--- src/rtl/ram_port_arbiter.sv ---
// Two-requester round-robin arbiter/sequencer in front of a 1W/1R synchronous RAM.
// Latency: writes land on the accepting edge; read response valid 1 cycle after accept.
// Backpressure: req_x_ready is combinational; requesters hold their request until ready.
//
// Optional build macro: RAM_ARB_CLEAR_EN -- zeroes every RAM word after reset
// (busy high) before any request is granted.
//
// Ports:
//   clk, rst                   single clock, synchronous active-high reset
//   req_{a,b}_valid/we/addr/wdata  request from requester A / B (we=1 write)
//   req_{a,b}_ready            request accepted this cycle
//   rsp_{a,b}_valid/rdata      read response, one cycle pulse per accepted read
//   ram_wr_en/addr/data        RAM write port
//   ram_rd_en/addr, ram_rd_data  RAM read port (data registered, 1 cycle later)
//   busy                       clear sweep in progress

module ram_port_arbiter #(
  parameter int DEPTH      = 16,
  parameter int ADDR_WIDTH = 4,
  parameter int DATA_WIDTH = 8
) (
  input  logic                  clk,
  input  logic                  rst,

  input  logic                  req_a_valid,
  input  logic                  req_a_we,
  input  logic [ADDR_WIDTH-1:0] req_a_addr,
  input  logic [DATA_WIDTH-1:0] req_a_wdata,
  output logic                  req_a_ready,

  input  logic                  req_b_valid,
  input  logic                  req_b_we,
  input  logic [ADDR_WIDTH-1:0] req_b_addr,
  input  logic [DATA_WIDTH-1:0] req_b_wdata,
  output logic                  req_b_ready,

  output logic                  rsp_a_valid,
  output logic [DATA_WIDTH-1:0] rsp_a_rdata,
  output logic                  rsp_b_valid,
  output logic [DATA_WIDTH-1:0] rsp_b_rdata,

  output logic                  ram_wr_en,
  output logic [ADDR_WIDTH-1:0] ram_wr_addr,
  output logic [DATA_WIDTH-1:0] ram_wr_data,
  output logic                  ram_rd_en,
  output logic [ADDR_WIDTH-1:0] ram_rd_addr,
  input  logic [DATA_WIDTH-1:0] ram_rd_data,

  output logic                  busy
);

  // Elaboration-time sanity check on the geometry.
  if (DEPTH < 1 || DEPTH > (1 << ADDR_WIDTH)) begin : g_depth_chk
    $error("ram_port_arbiter: DEPTH does not fit ADDR_WIDTH");
  end

  // run      : requests may be granted this cycle
  // clearing : write port is owned by the zeroing sweep this cycle
  logic                  run;
  logic                  clearing;
  logic [ADDR_WIDTH-1:0] clr_addr;

`ifdef RAM_ARB_CLEAR_EN
  typedef enum logic {
    ST_CLEAR = 1'b0,
    ST_RUN   = 1'b1
  } state_t;

  state_t state_q, state_d;

  // One bit wider than the address so DEPTH == 2**ADDR_WIDTH ends cleanly.
  logic [ADDR_WIDTH:0] clr_cnt_q, clr_cnt_d;

  localparam logic [ADDR_WIDTH:0] CLR_LAST = (ADDR_WIDTH+1)'(DEPTH - 1);

  // State register
  always_ff @(posedge clk) begin
    if (rst) begin
      state_q   <= ST_CLEAR;
      clr_cnt_q <= '0;
    end else begin
      state_q   <= state_d;
      clr_cnt_q <= clr_cnt_d;
    end
  end

  // Next-state logic
  always_comb begin
    state_d   = state_q;
    clr_cnt_d = clr_cnt_q;
    if (state_q == ST_CLEAR) begin
      if (clr_cnt_q == CLR_LAST) begin
        state_d = ST_RUN;
      end else begin
        clr_cnt_d = clr_cnt_q + (ADDR_WIDTH+1)'(1);
      end
    end
  end

  // Output logic; rst gates everything combinationally so nothing is issued
  // during a reset cycle regardless of the registered state.
  always_comb begin
    run      = !rst && (state_q == ST_RUN);
    clearing = !rst && (state_q == ST_CLEAR);
    busy     = rst || (state_q == ST_CLEAR);
    clr_addr = clr_cnt_q[ADDR_WIDTH-1:0];
  end
`else
  assign run      = !rst;
  assign clearing = 1'b0;
  assign busy     = 1'b0;
  assign clr_addr = '0;
`endif

  // Round-robin pointers: 0 = A has priority, 1 = B has priority.
  logic wr_ptr_q;
  logic rd_ptr_q;

  logic wr_cand_a, wr_cand_b, rd_cand_a, rd_cand_b;
  logic wr_gnt_a,  wr_gnt_b,  rd_gnt_a,  rd_gnt_b;

  // Read response pipeline: one outstanding slot and the owner's ID (1 = B).
  logic rsp_vld_q;
  logic rsp_id_q;

  // Each requester competes on exactly one port, chosen by its we bit.
  always_comb begin
    wr_cand_a = req_a_valid &&  req_a_we;
    wr_cand_b = req_b_valid &&  req_b_we;
    rd_cand_a = req_a_valid && !req_a_we;
    rd_cand_b = req_b_valid && !req_b_we;

    wr_gnt_a  = run && wr_cand_a && (!wr_cand_b || !wr_ptr_q);
    wr_gnt_b  = run && wr_cand_b && (!wr_cand_a ||  wr_ptr_q);
    rd_gnt_a  = run && rd_cand_a && (!rd_cand_b || !rd_ptr_q);
    rd_gnt_b  = run && rd_cand_b && (!rd_cand_a ||  rd_ptr_q);

    req_a_ready = wr_gnt_a || rd_gnt_a;
    req_b_ready = wr_gnt_b || rd_gnt_b;
  end

  // RAM port muxing. The sweep and grants are mutually exclusive (run vs clearing).
  always_comb begin
    ram_wr_en   = clearing || wr_gnt_a || wr_gnt_b;
    ram_wr_addr = req_a_addr;
    ram_wr_data = req_a_wdata;
    if (clearing) begin
      ram_wr_addr = clr_addr;
      ram_wr_data = '0;
    end else if (wr_gnt_b) begin
      ram_wr_addr = req_b_addr;
      ram_wr_data = req_b_wdata;
    end

    ram_rd_en   = rd_gnt_a || rd_gnt_b;
    ram_rd_addr = rd_gnt_b ? req_b_addr : req_a_addr;
  end

  always_ff @(posedge clk) begin
    if (rst) begin
      wr_ptr_q  <= 1'b0;
      rd_ptr_q  <= 1'b0;
      rsp_vld_q <= 1'b0;
      rsp_id_q  <= 1'b0;
    end else begin
      // After a grant the pointer favours the requester that lost (or was absent).
      if (wr_gnt_a || wr_gnt_b) begin
        wr_ptr_q <= wr_gnt_a;
      end
      if (rd_gnt_a || rd_gnt_b) begin
        rd_ptr_q <= rd_gnt_a;
      end
      rsp_vld_q <= ram_rd_en;
      rsp_id_q  <= rd_gnt_b;
    end
  end

  // A reset cycle drops any response still in flight.
  always_comb begin
    rsp_a_valid = rsp_vld_q && !rsp_id_q && !rst;
    rsp_b_valid = rsp_vld_q &&  rsp_id_q && !rst;
    rsp_a_rdata = ram_rd_data;
    rsp_b_rdata = ram_rd_data;
  end

endmodule

--- config.mk ---
export PLATFORM = sky130hd
export DESIGN_NAME = ram_port_arbiter
export DESIGN_NICKNAME = d
export VERILOG_FILES = /design/src/rtl/ram_port_arbiter.sv
export SDC_FILE = /design/constraint.sdc
export NUM_CORES = 1
export LEC_CHECK = 0
export ABC_AREA = 1
export CORE_MARGIN = 5
export CORE_UTILIZATION = 26
export DETAILED_ROUTE_END_ITERATION = 16
export PLACE_DENSITY_LB_ADDON = 0.08
export SLEW_MARGIN = 10
export SYNTH_ARGS = -nofsm -noshare
export SYNTH_HDL_FRONTEND = slang
export SYNTH_SLANG_ARGS = --single-unit
--- constraint.sdc ---
create_clock -name clk -period 2.35 [get_ports clk]
set_input_delay 0.235 -clock clk [delete_from_list [all_inputs] [get_ports clk]]
set_output_delay 0.235 -clock clk [all_outputs]
set_load 0.005 [all_outputs]
==> results of run 1 <==
==> flip-flops by register name, indices dropped and copies added, names as in the netlist <==
name       count
rsp_vld_q      1
wr_ptr_q       1
rsp_id_q       1
rd_ptr_q       1
==> layout by cell type (no fill, tap or decap) <==
| master | Yosys | routed |
|---|---|---|
| nand2_1 | 56 | 56 |
| clkdlybuf4s50_1 | 0 | 51 |
| nand3_1 | 6 | 6 |
| nor2_1 | 5 | 5 |
| inv_1 | 4 | 4 |
| dfxtp_1 | 4 | 4 |
| clkbuf_4 | 0 | 3 |
| nor2_2 | 2 | 2 |
| nand2_2 | 2 | 2 |
| a21oi_1 | 2 | 2 |
| inv_2 | 1 | 1 |
| nand4_1 | 1 | 1 |
| nand3b_1 | 1 | 1 |
| o21ai_0 | 1 | 1 |
| nand3_2 | 1 | 1 |
| conb_1 | 1 | 1 |
| buf_12 | 0 | 1 |
==> metal layers <==
metal,global-route usage [%],vias to the layer above,share of wire (%)
li1,-,379,-
met1,10.5,306,33
met2,20.7,43,49
met3,5.75,5,14
met4,8.28,0,2.9
met5,0,-,0
==> worst max-delay path, cell delays in order <==
cell,delay [ps]
clkdlybuf4s50_1,540
inv_2,130
nand3_2,70
nor2_2,160
buf_12,140
nand2_1,50
nand2_1,50
clkdlybuf4s50_1,500
==> final cells by class <==
class	instances	area share, %
timing repair buffer	52	52.3
multi-input combinational	78	32.2
sequential	4	7.90
tap	28	3.46
clock buffer	3	2.22
inverter	5	1.85
==> kinds of logic (layout without fill, tap and decap cells) <==
family	Yosys count	count (layout)	synth area share, %
AND/OR/NAND/NOR	74	74	53.8
flip-flops	4	4	14.0
other	1	1	0.656
buffers and inverters	24	60	28.9
AO/OA/AOI/OAI	3	3	2.63
==> report_power, final <==
part	switching (uW)	total [uW]	internal (uW)	leakage [uW]
Combinational	55.1	158	102	0.000442
Sequential	2.38	74.8	72.5	0.0000330
Clock	31.7	89.0	57.4	0.0000138
Total	89.2	321	232	0.000489
==> metrics by stage <==
stage               setup slack [ps]  power [uW]
finish                           224         321
global route                    86.7         341
global placement                 234         235
CTS                              208         328
detailed placement               229         235
floorplan                       1290         145
==> how the worst max path moves through the flow <==
stage	startpoint	end	cells past startpoint
finish	rst	ram_wr_data[0]	8
floorplan	rd_ptr_q	ram_rd_addr[0]	4
CTS	rst	ram_wr_data[0]	8
detailed placement	rst	ram_wr_data[0]	8
global route	rst	ram_wr_data[4]	8
global placement	req_a_valid	ram_rd_addr[3]	6
==> results.txt, run 1 <==
The run finished with clean final reports. Setup repair after global routing left no endpoint under its margin. The first detailed-routing pass took 4 iterations.

The number of antenna diodes in the final layout is 0. Post-CTS timing repair inserted 0 buffers for setup. At the end of routability-driven placement, the weighted congestion stood at 0.682. After legalization and detailed placement, the total HPWL measured 1.51 mm. The pin count of the biggest net entering global routing is 15, and the maximum fanout along the worst path is 12. The average via count per standard cell was 4.31; the total routing resource utilization after global routing was 11.9%. The share of the core filled with cells in the final layout was 47.2%.

Leading area contributor after synthesis: nand2_1. After synthesis the cells add up to 572 sq um. Once detail routing completed, the nets flagged for antenna violations numbered 0. TritonCTS built the clock tree. The Yosys step of the flow raised 0 warnings.

Wires add up to 1.83 mm. For the setup slack of the worst register-to-register path, the log shows 1320 ps. The post-route netlist has 7.04% of its cells at a drive strength greater than 1. After clock tree synthesis, the flow added hold-fix buffers numbering 0. The master cell of the clock root buffer was clkbuf_4.

TritonCTS created 3 clock buffers. VDD sags by at most 0.139 mV. The nature of the critical path endpoint was an output port. By area the synthesized netlist is led by nand2_1, buf_4, dfxtp_1. The initial utilization of the core area, before any placement, comes to 26.6%. Dividing the detail-routed wire length by the instance count gives 10.7 um.

The wire length of the first global-routing pass was 3.04 mm; the sequential standard cell area was 80.1 sq um. The startpoint-to-endpoint class of the critical path was primary input to output port. The total overflow left after global routing is 0.

The startpoint identified for the worst register-to-register timing path is rd_ptr_q. Of the post-synthesis cell area, the dominant cell type holds 36.8%. The number of rows created at floorplan was 17. The number of storage elements in the synthesis netlist is 4. The clock arrives with 6.17 ps of skew. The synthesized design contains 0 enable-type register cells.

Fill cells in the final layout number 225. The number of antenna violations at the first check in global routing was 0. Among all flip-flop cells after synthesis, the most frequent one is dfxtp_1. The run gives 0 as the number of cells upsized or downsized after cts. The post-place instance area was 991 sq um.

The critical path required time was 2120 ps. The number of endpoints with negative hold slack in the final report is 0. The tools report the maximum clock frequency as 470 MHz. Counting along the longest clock path gives a buffer depth of 2. Standard cell core area: 2150 sq um. In this run the mean area of a mapped cell was 5.39 sq um. After detailed routing, the number of remaining DRC violations is 0.

Subtracting the final worst setup slack from the clock period gives 2130 ps. At the worst endpoint, the arrival time is 1890 ps. The deepest level of the CTS H-tree is 1. The worst setup path is launched from a primary input.

In the post-synthesis netlist, the cell with the most instances is nand2_1. The tools report the sequential share of the synthesized area as 14.0%. The die outline area is 3240 sq um.

The tree built by TritonCTS fans out to 4 sinks. The async set-reset flop share out of synthesis was 0%; the number of global-route vias before repair was 761. Summed over all cells, the static leakage comes to 0.000489 uW. The net count of the finished layout is 182. The tools report the synthesized instance count as 106. The final non-filler cell total is 170, and the worst reg2reg path depth is 3. The multi-input combinational cells in the finished layout cover a total of 327 sq um. Port buffering added 51 buffers. Count of distinct cell types in the synthesized netlist: 16. The routed layout has 733 vias.

Measured along the x axis, the die boundary spans 56.9 um. The later pin in the worst-skew pair is clocked with a latency of 240 ps. In this run the count of I/O pins placed on the die edge is 77. The net count after synthesis was 144; the post-route cell area was 1010 sq um. Along the worst hold path, the cell count comes to 0. The worst hold path begins at ram_rd_data[0]. In this run the critical register-to-register path is captured at rsp_vld_q. The max-slew violation count was 0.

For hold timing, the worst endpoint is rsp_a_rdata[0]. The post-route fraction of the period consumed by the critical path works out to 90.5%. The die height was 56.9 um; the placed cell count was 167. The tools report the worst hold slack as 470 ps. In this run the power density over the cells is 317 nW/um^2. The commonest cells after synthesis are nand2_1, buf_4, nand3_1. Compared with the post-synthesis result, the final layout area differs by 77.2%. Adding up every negative setup slack in the final design gives 0 ps.

The worst hold path belongs to the class primary input to output port. The detailed router finished its first iteration with 11 violations. Setup violations remaining at the end of the flow were counted as 0. The tool flagged a number of max-cap violations equal to 0.
(Power assumes the default switching activity.)
==> run 2, diff against run 1 <==
--- a/config.mk
+++ b/config.mk
@@ -6,7 +6,8 @@
 export NUM_CORES = 1
 export LEC_CHECK = 0
 export ABC_AREA = 1
-export CORE_MARGIN = 5
+export CAP_MARGIN = 10
+export CORE_MARGIN = 1.5
 export CORE_UTILIZATION = 26
 export DETAILED_ROUTE_END_ITERATION = 16
 export PLACE_DENSITY_LB_ADDON = 0.08
==> run 2 against run 1 <==
  * Clock skew rose by 1.4 ps
  * Via count fell by 1.1%
  * Final area fell by 0.12%
  * Critical path type unchanged
  * Critical endpoint is now ram_rd_addr[2]
==> results.txt, run 2 (synthesized netlist as in run 1, its figures left out) <==
The flow ran to the end, and the final reports show no timing, DRC or antenna violations. The maximum clock frequency was 472 MHz (+0.36%); the final-report setup violation count was 0 (unchanged). In the layout the commonest cells are nand2_1, clkdlybuf4s50_1, nand3_1, nor2_1. Number of buffers inserted for hold repair after clock tree synthesis: 0 (unchanged). The tools report the total leakage power as 0.000489 uW (unchanged). The logs give 15 (unchanged) for the pin count of the biggest net entering global routing and 0 (unchanged) for the overflow left after global routing. Maximum buffer depth of the clock tree: 2 (unchanged). The width of the die is 49.9 um (-12%). The post-place instance area came out at 990 sq um (-0.13%). TritonCTS built the clock tree.

The post-CTS repair timing setup buffer count was 0 (unchanged); the wire length per cell was 10.5 um (-2.6%). The time the worst path needs with I/O delays and setup was 2120 ps (-7.61 ps). The logs give 0 (unchanged) for the number of nets still failing antenna checks after routing and 224 ps (-4.48 ps) for the worst slack at placement.

The vias after detailed routing was 725 (-1.1%). The cell sitting at the root of the clock tree is a clkbuf_4. The number of top-level pins is 77 (unchanged). The post-route fraction of the period consumed by the critical path came out at 90.1% (-0.32 points). For the iteration count of the initial detailed-routing pass, the log shows 4 (unchanged). The number of global-route vias before repair came out at 688 (-9.6%).

The worst setup path is launched from a primary input. The die outline area was 2490 sq um (-23%). The worst stage delay on the critical path was 530 ps (about the same); the critical path required time was 2120 ps (about the same).

The logs give 1 (unchanged) for the deepest level of the CTS H-tree and 0 (unchanged) for the number of antenna cells inserted. For the starting density of the core, the log shows 28.3% (+1.7 points). The DRC violation count after routing was 0 (unchanged). For the worst IR drop on VDD, the log shows 0.211 mV (+52%).

The logs give 2.84 mm (-6.6%) for the wire length of the first global-routing pass and 1880 ps (about the same) for the signal arrival time at the worst endpoint. Leaving out fill and tap cells, the most frequent cell in the layout is nand2_1. Number of endpoints with negative hold slack in the final report: 0 (unchanged). The share of final-layout standard cells stronger than drive strength 1 is 7.04% (unchanged). Startpoint-to-endpoint class of the critical path: primary input to output port. The TritonCTS sink count is 4 (unchanged), and the weighted congestion at the end of routability-driven global placement is 0.715 (+4.9%). The max-slew violation count was 0 (unchanged); the footprint of the multi-input gates was 327 sq um (unchanged).

The run gives 50.1% (+2.9 points) as the share of the core filled with cells in the final layout. Slowest library cell on the worst path: clkdlybuf4s50_1. The standard cell core area was 2020 sq um (-5.9%); the summed negative setup slack over all endpoints was 0 ps (unchanged).

The nature of the critical path endpoint was an output port. The worst-case clock skew is 7.60 ps (+1.43 ps). The run gives 1010 sq um (-0.12%) as the post-route cell area. The total CTS buffers came out at 3 (unchanged). The worst hold slack came out at 470 ps (unchanged). The number of input and output port buffers inserted came out at 51 (unchanged).

For the total routing resource utilization after global routing, the log shows 14.9% (+3.1 points). The layout-stage area growth over the synthesis result works out to 77.0%. The die height was 49.9 um (-12%); the number of antenna violations at the first check in global routing was 0 (unchanged).

The maximum fanout along the worst path works out to 8 (-4). The worst hold path belongs to the class primary input to output port. HPWL after detailed placement: 1.42 mm (-5.6%). Setup repair after global routing left no endpoint under its margin. The insertion delay to the later sink of the worst-skew pair was 240 ps (about the same). The run gives 1.77 mm (-3.2%) as the post-detailed-routing wire length. The power per unit of standard cell area came out at 318 nW/um^2 (+0.34%).

The run gives 0 (unchanged) as the number of cells upsized or downsized after cts. The tools report the number of rows created at floorplan as 16 (-1). Walking the worst path, the cells encountered are clkdlybuf4s50_1, nand3b_1, nand2_2, nand2_1, nand2_1, clkdlybuf4s50_1. Number of fill cells in the layout: 226 (+0.44%). The post-route worst setup slack is 232 ps (+7.61 ps), and the average via count per standard cell is 4.29 (-0.51%). For the setup slack of the worst register-to-register path, the log shows 1340 ps (+20 ps). For the number of DRC violations after detailed-routing iteration 0, the log shows 7 (-4). The logs give 182 (unchanged) for the final layout net count and 80.1 sq um (unchanged) for the sequential standard cell area.

For the max-cap violation count, the log shows 0 (unchanged).
## run 2: cell counts in the layout (fill, tap and decap cells not counted)
No cell type changed its count.
## run 2: worst max-delay path, delay by kind of cell
family / cells / cell delay, ps
buffers and inverters: 2 / 1040
AND/OR/NAND/NOR: 4 / 600
## run 2: report_power, final
group / internal, uW / total, uW / switching (uW)
logic: 102 / 158 / 55.7
registers: 72.5 / 74.8 / 2.31
clock network: 57.4 / 89.2 / 31.8
total: 232 / 322 / 89.8
## run 2: path summary, 6_finish.rpt
kind	from	end	depth (start not counted)
min	ram_rd_data[2]	rsp_a_rdata[2]	0
min reg2reg	rd_ptr_q	rd_ptr_q	2
max	req_a_valid	ram_rd_addr[2]	6
max reg2reg	rd_ptr_q	rsp_vld_q	3
## run 2: layer usage
layer	vias up	share of wire [%]	wire length (um)	global-route usage, %
li1	380	-	-	-
met2	29	48	846	22.2
met1	312	40	708	16.9
met5	-	0	0	0
met4	0	1.9	34	9.72
met3	4	10	179	6.97
## run 2: area by class of cell
type / count / area share, %
Multi-Input combinational cell: 78 / 32.3
Sequential cell: 4 / 7.91
Timing Repair Buffer: 52 / 52.4
Tap cell: 27 / 3.34
Clock buffer: 3 / 2.22
Inverter: 5 / 1.85
## run 2: per-stage QoR
step                std cells  total power [uW]
finish                    169               322
global route              169               345
CTS                       169               327
detailed placement        166               235
global placement          166               235
floorplan                 106               145
==> variant 1 (settings of run 1) <==
Change the parameter `DATA_WIDTH` from 8 to 9.
--- a/src/rtl/ram_port_arbiter.sv
+++ b/src/rtl/ram_port_arbiter.sv
@@ -17,7 +17,7 @@
 module ram_port_arbiter #(
   parameter int DEPTH      = 16,
   parameter int ADDR_WIDTH = 4,
-  parameter int DATA_WIDTH = 8
+  parameter int DATA_WIDTH = 9
 ) (
   input  logic                  clk,
   input  logic                  rst,
Ports: changed (6 resized); port bits go from 77 to 83. No check against the original RTL was run, so the function may have changed too.
==> variant 1 against run 1 <==
Area after synthesis increased by 7.4%. Routed wire length increased by 5.8%. Sequential share of layout area decreased by 0.45 points. Combinational power increased by 7%. Setup slack got worse by 36 ps. Count of clock-buffer cells in the layout unchanged. Total power increased by 1.8%. Clock power decreased by 6.4%. Via count increased by 0.14%. Sequential cell count unchanged. Synthesized cell count increased by 4.7%. Final area increased by 6.0%.
==> variant 1: results (changes against run 1) <==
| Metric | Value |
|---|---|
| Routability cong. | 0.842 (+24%) |
| Syn avg cell area | 5.53 sq um (+2.6%) |
| Pre-CTS setup slack | 83.8 ps (-145 ps) |
| Post-Route WL | 1930 um (+5.8%) |
| Yosys Warn Count | 0 (unchanged) |
| CP max FO | 15 (+3) |
| Clock skew | 3.40 ps (-2.77 ps) |
| Seq/Total Area, Yosys | 13.0% (-0.97 points) |
| Finished Cell Area | 1070 sq um (+6.0%) |
| Worst skew pair latency | between 200 and 250 ps |
| Met1 Use GR | 12.9% (+2.4 points) |
| GR Util met2 | 18.8% (-1.9 points) |
| Post_cts resized | 0 (unchanged) |
| IO buf count | 54 (+5.9%) |
| Met3 global-route usage | 4.39% (-1.4 points) |
| Met3 routed WL | 204 um (-22%) |
| Largest net degree at the start of global routing | 16 (+1) |
| Clk pwr share | 25.5% (-2.2 points) |
| GR Util All Layers | 11.5% (-0.38 points) |
| Post-synthesis cell type count | 16 (unchanged) |
| Met1 WL | 792 um (+30%) |
| Routed vias/inst | 4.15 (-3.8%) |
| CP max stage cell | clkdlybuf4s50_1 |
| Combinational share of power | 51.6% (+2.6 points) |
| Iteration-0 DRC Markers | 12 (+1) |
| Share of cells above drive strength 1 | 8.05% (+1.0 points) |
| Synth area leaders | nand2_1 35%, buf_4 23%, dfxtp_1 13% |
| Outcome | completed |
| Async set-reset flop share out of synthesis | 0% (unchanged) |
| Number of global-route vias before repair | 755 (-0.79%) |
| Critical Path Max Stage Delay | 660 ps (+120 ps) |
| Total power | 327 uW (+1.8%) |
| Worst min-delay path category | primary input to output port |
| DP Area | 1030 sq um (+4.2%) |
| Fillcell total | 248 (+10%) |
| Dpl cells | 173 (+3.6%) |
| Post-Syn Nets | 152 (+5.6%) |
| P_int | 239 uW (+3.0%) |
| Post CTS Setup Buffer Count | 0 (unchanged) |
| CTS Buf Count | 3 (unchanged) |
| Clock Tree Root | clkbuf_4 |
| Max Root-Sink Buffers | 2 (unchanged) |
| Maximum level of the CTS H-tree | 1 (unchanged) |
| Peak supply drop | 0.206 mV (+48%) |
| First-pass GRT wire length | 3080 um (+1.6%) |
| P_leak | 0.000516 uW (+5.6%) |
| Dpl hpwl | 1600 um (+6.6%) |
| Drt pass-1 iters | 4 (unchanged) |
| Critical path's top delay family | buffers and inverters |
| DR WL/cell | 10.9 um (+1.6%) |
| Critical Path AT | 1930 ps (+40 ps) |
| Routed wl met2 | 936 um (+3.9%) |
| Nets | 192 (+5.5%) |
| Max layer used | met3 |
| Inserted Diodes | 0 (unchanged) |
| Commonest cells in the synthesized netlist | 58 x nand2_1, 19 x buf_4, 6 x nand3_1 |
variant 1: cell types whose count changed after synthesis, sizes merged:
cell | before | now
nand2 | 58 | 61
buf | 19 | 21
variant 1: path summary, 6_finish.rpt:
kind / start / end / slack (ps) / cells past startpoint
setup / recovery: rst / ram_wr_data[2] / 190 / 6
hold / removal: ram_rd_data[5] / rsp_a_rdata[5] / 470 / 0
setup reg to reg: rd_ptr_q / rsp_vld_q / 1440 / 3
hold reg to reg: rd_ptr_q / rd_ptr_q / 480 / 2
variant 1: area by class of cell:
cell class / instances / area share, %
Clock buffer: 3 / 2.10
Inverter: 5 / 1.75
Multi-Input combinational cell: 81 / 32.6
Sequential cell: 4 / 7.45
Tap cell: 28 / 3.26
Timing Repair Buffer: 56 / 52.9
variant 1: kinds of logic after synthesis:
family / count (synthesis) / share of synthesized area (%)
other: 1 / 0.610
flip-flops: 4 / 13.0
buffers and inverters: 26 / 29.9
AND/OR/NAND/NOR: 77 / 54.0
AO/OA/AOI/OAI: 3 / 2.44
==> variant 2 (settings of run 1) <==
Made on the original files. Build with the macro `RAM_ARB_CLEAR_EN` defined.
--- a/src/rtl/ram_port_arbiter.sv
+++ b/src/rtl/ram_port_arbiter.sv
@@ -13,6 +13,8 @@
 //   ram_wr_en/addr/data        RAM write port
 //   ram_rd_en/addr, ram_rd_data  RAM read port (data registered, 1 cycle later)
 //   busy                       clear sweep in progress
+
+`define RAM_ARB_CLEAR_EN
 
 module ram_port_arbiter #(
   parameter int DEPTH      = 16,
Behaviour: not the same (Yosys sat finds a counterexample within 4 cycles, from zero or initial values and one cycle with rst high).
==> variant 2 against run 1 <==
Final cell count increased by 51%. Total power increased by 70%. Routed wire length increased by 68%. Final area increased by 52%. First-iteration DRC count increased by 110%. Setup slack got worse by 89 ps. Register-to-register slack got worse by 520 ps. Area after synthesis increased by 75%. Sequential cell count increased by 6. Highest routed layer unchanged.
==> variant 2: results (changes against run 1) <==
| Metric | Value |
|---|---|
| Seq/Total Area, Yosys | 20.0% (+5.9 points) |
| Outcome | completed |
| P_leak | 0.000721 uW (+48%) |
| Clock Tree Root | clkbuf_8 |
| Post-Route WL | 3070 um (+68%) |
| Number of global-route vias before repair | 1,022 (+34%) |
| Largest register FFs | 5 |
| First-pass GRT wire length | 4770 um (+57%) |
| Biggest register | clr_cnt_q |
| GR Util All Layers | 11.5% (-0.36 points) |
| GR Util met2 | 18.2% (-2.5 points) |
| Maximum level of the CTS H-tree | 1 (unchanged) |
| Routability cong. | 0.774 (+14%) |
| Post-Syn Nets | 204 (+42%) |
| Vias | 1,124 (+53%) |
| Synth area leaders | dfxtp_1 20%, nand2_1 15%, buf_4 13% |
| Relative slew slack | between 80% and 90% |
| Worst min-delay path category | primary input to output port |
| Async set-reset flop share out of synthesis | 0% (unchanged) |
| Post-synthesis cell type count | 24 (+8) |
| DP Area | 1470 sq um (+48%) |
| Dpl hpwl | 2500 um (+66%) |
| Critical Path AT | 1980 ps (+90 ps) |
| Met3 global-route usage | 3.19% (-2.6 points) |
| Largest net degree at the start of global routing | 14 (-1) |
| Switching part of the total | 23.5% (-4.3 points) |
| Nets | 249 (+37%) |
| Iteration-0 DRC Markers | 23 (+12) |
| Peak supply drop | 0.328 mV (+140%) |
| Share of cells above drive strength 1 | 12.0% (+5.0 points) |
| CP max FO | 10 (-2) |
| Pre-CTS setup slack | 57.4 ps (-171 ps) |
| Fillcell total | 408 (+81%) |
| Commonest cells in the synthesized netlist | 39 x nand2_1, 26 x nor2_1, 17 x buf_4, 17 x inv_1, 14 x nand3_1 |
| IO buf count | 52 (+2.0%) |
| Clock skew | 4.27 ps (-1.90 ps) |
| Met1 Use GR | 15.2% (+4.7 points) |
| Drt pass-1 iters | 4 (unchanged) |
## variant 2: cell types whose count changed after synthesis, sizes merged, moves of 3 or more
cell    change
nand4       +3
nand3       +7
dfxtp       +6
nor2       +22
inv        +15
o21ai       +5
nand2      -15
nand3b      +7
## variant 2: per-layer routing
metal	part of all wire (%)	vias to the layer above
met2	44	50
met1	46	485
met3	9.6	2
li1	-	587
met5	0	-
met4	0.55	0
## variant 2: power by group through the flow
| stage | logic [uW] | clock network, uW | registers [uW] |
|---|---|---|---|
| final | 153 | 214 | 180 |
| after global routing | 169 | 229 | 181 |
| after CTS | 155 | 222 | 180 |
| after detailed placement | 154 | 0 | 183 |
| after global placement | 154 | 0 | 183 |
| after floorplan | 78.2 | 0 | 182 |
## variant 2: worst paths after layout
check	from	endpoint	slack, ps	cells after the start
max	rst	ram_rd_addr[1]	140	8
min	ram_rd_data[5]	rsp_b_rdata[5]	470	0
max reg2reg	clr_cnt_q[0]	clr_cnt_q[2]	800	9
min reg2reg	wr_ptr_q	wr_ptr_q	490	2
## variant 2: critical path, stage by stage
cell and delay [ps]:
clkdlybuf4s50_1 470, buf_4 180, nor2_4 150, nand2_2 90, inv_1 100, nand2_4 100
o21ai_1 140, clkdlybuf4s50_1 520
## variant 2: area by class of cell
| type | count | area share (%) |
|---|---|---|
| inverters | 21 | 5.18 |
| well taps | 48 | 3.89 |
| multi-input cells | 113 | 36.8 |
| clock buffers | 4 | 3.56 |
| repair buffers | 60 | 37.6 |
| flip-flops and latches | 10 | 13.0 |
## variant 2: kinds of logic (layout without fill, tap and decap cells)
logic type / after synthesis / in the layout / synth area share, %
flops: 10 / 10 / 19.9
compound gates: 11 / 11 / 6.11
fa+ha+maj: 2 / 2 / 2.49
xor+xnor: 1 / 1 / 0.873
buf+inv: 41 / 85 / 23.4
simple gates: 99 / 99 / 47.1
## variant 2: stage by stage
step,util (%),power (uW),hold slack (ps),instances
detailed placement,39.8,337,470,249
floorplan,-,260,427,164
global placement,39.8,337,470,249
CTS,41.2,557,470,253
finish,41.9,547,470,256
global route,41.9,579,470,256
## variant 2: timing repair
action                                  CTS  global route
buffers inserted                          0             3
gates resized for setup                   0             1
endpoints found under the setup margin    0             8
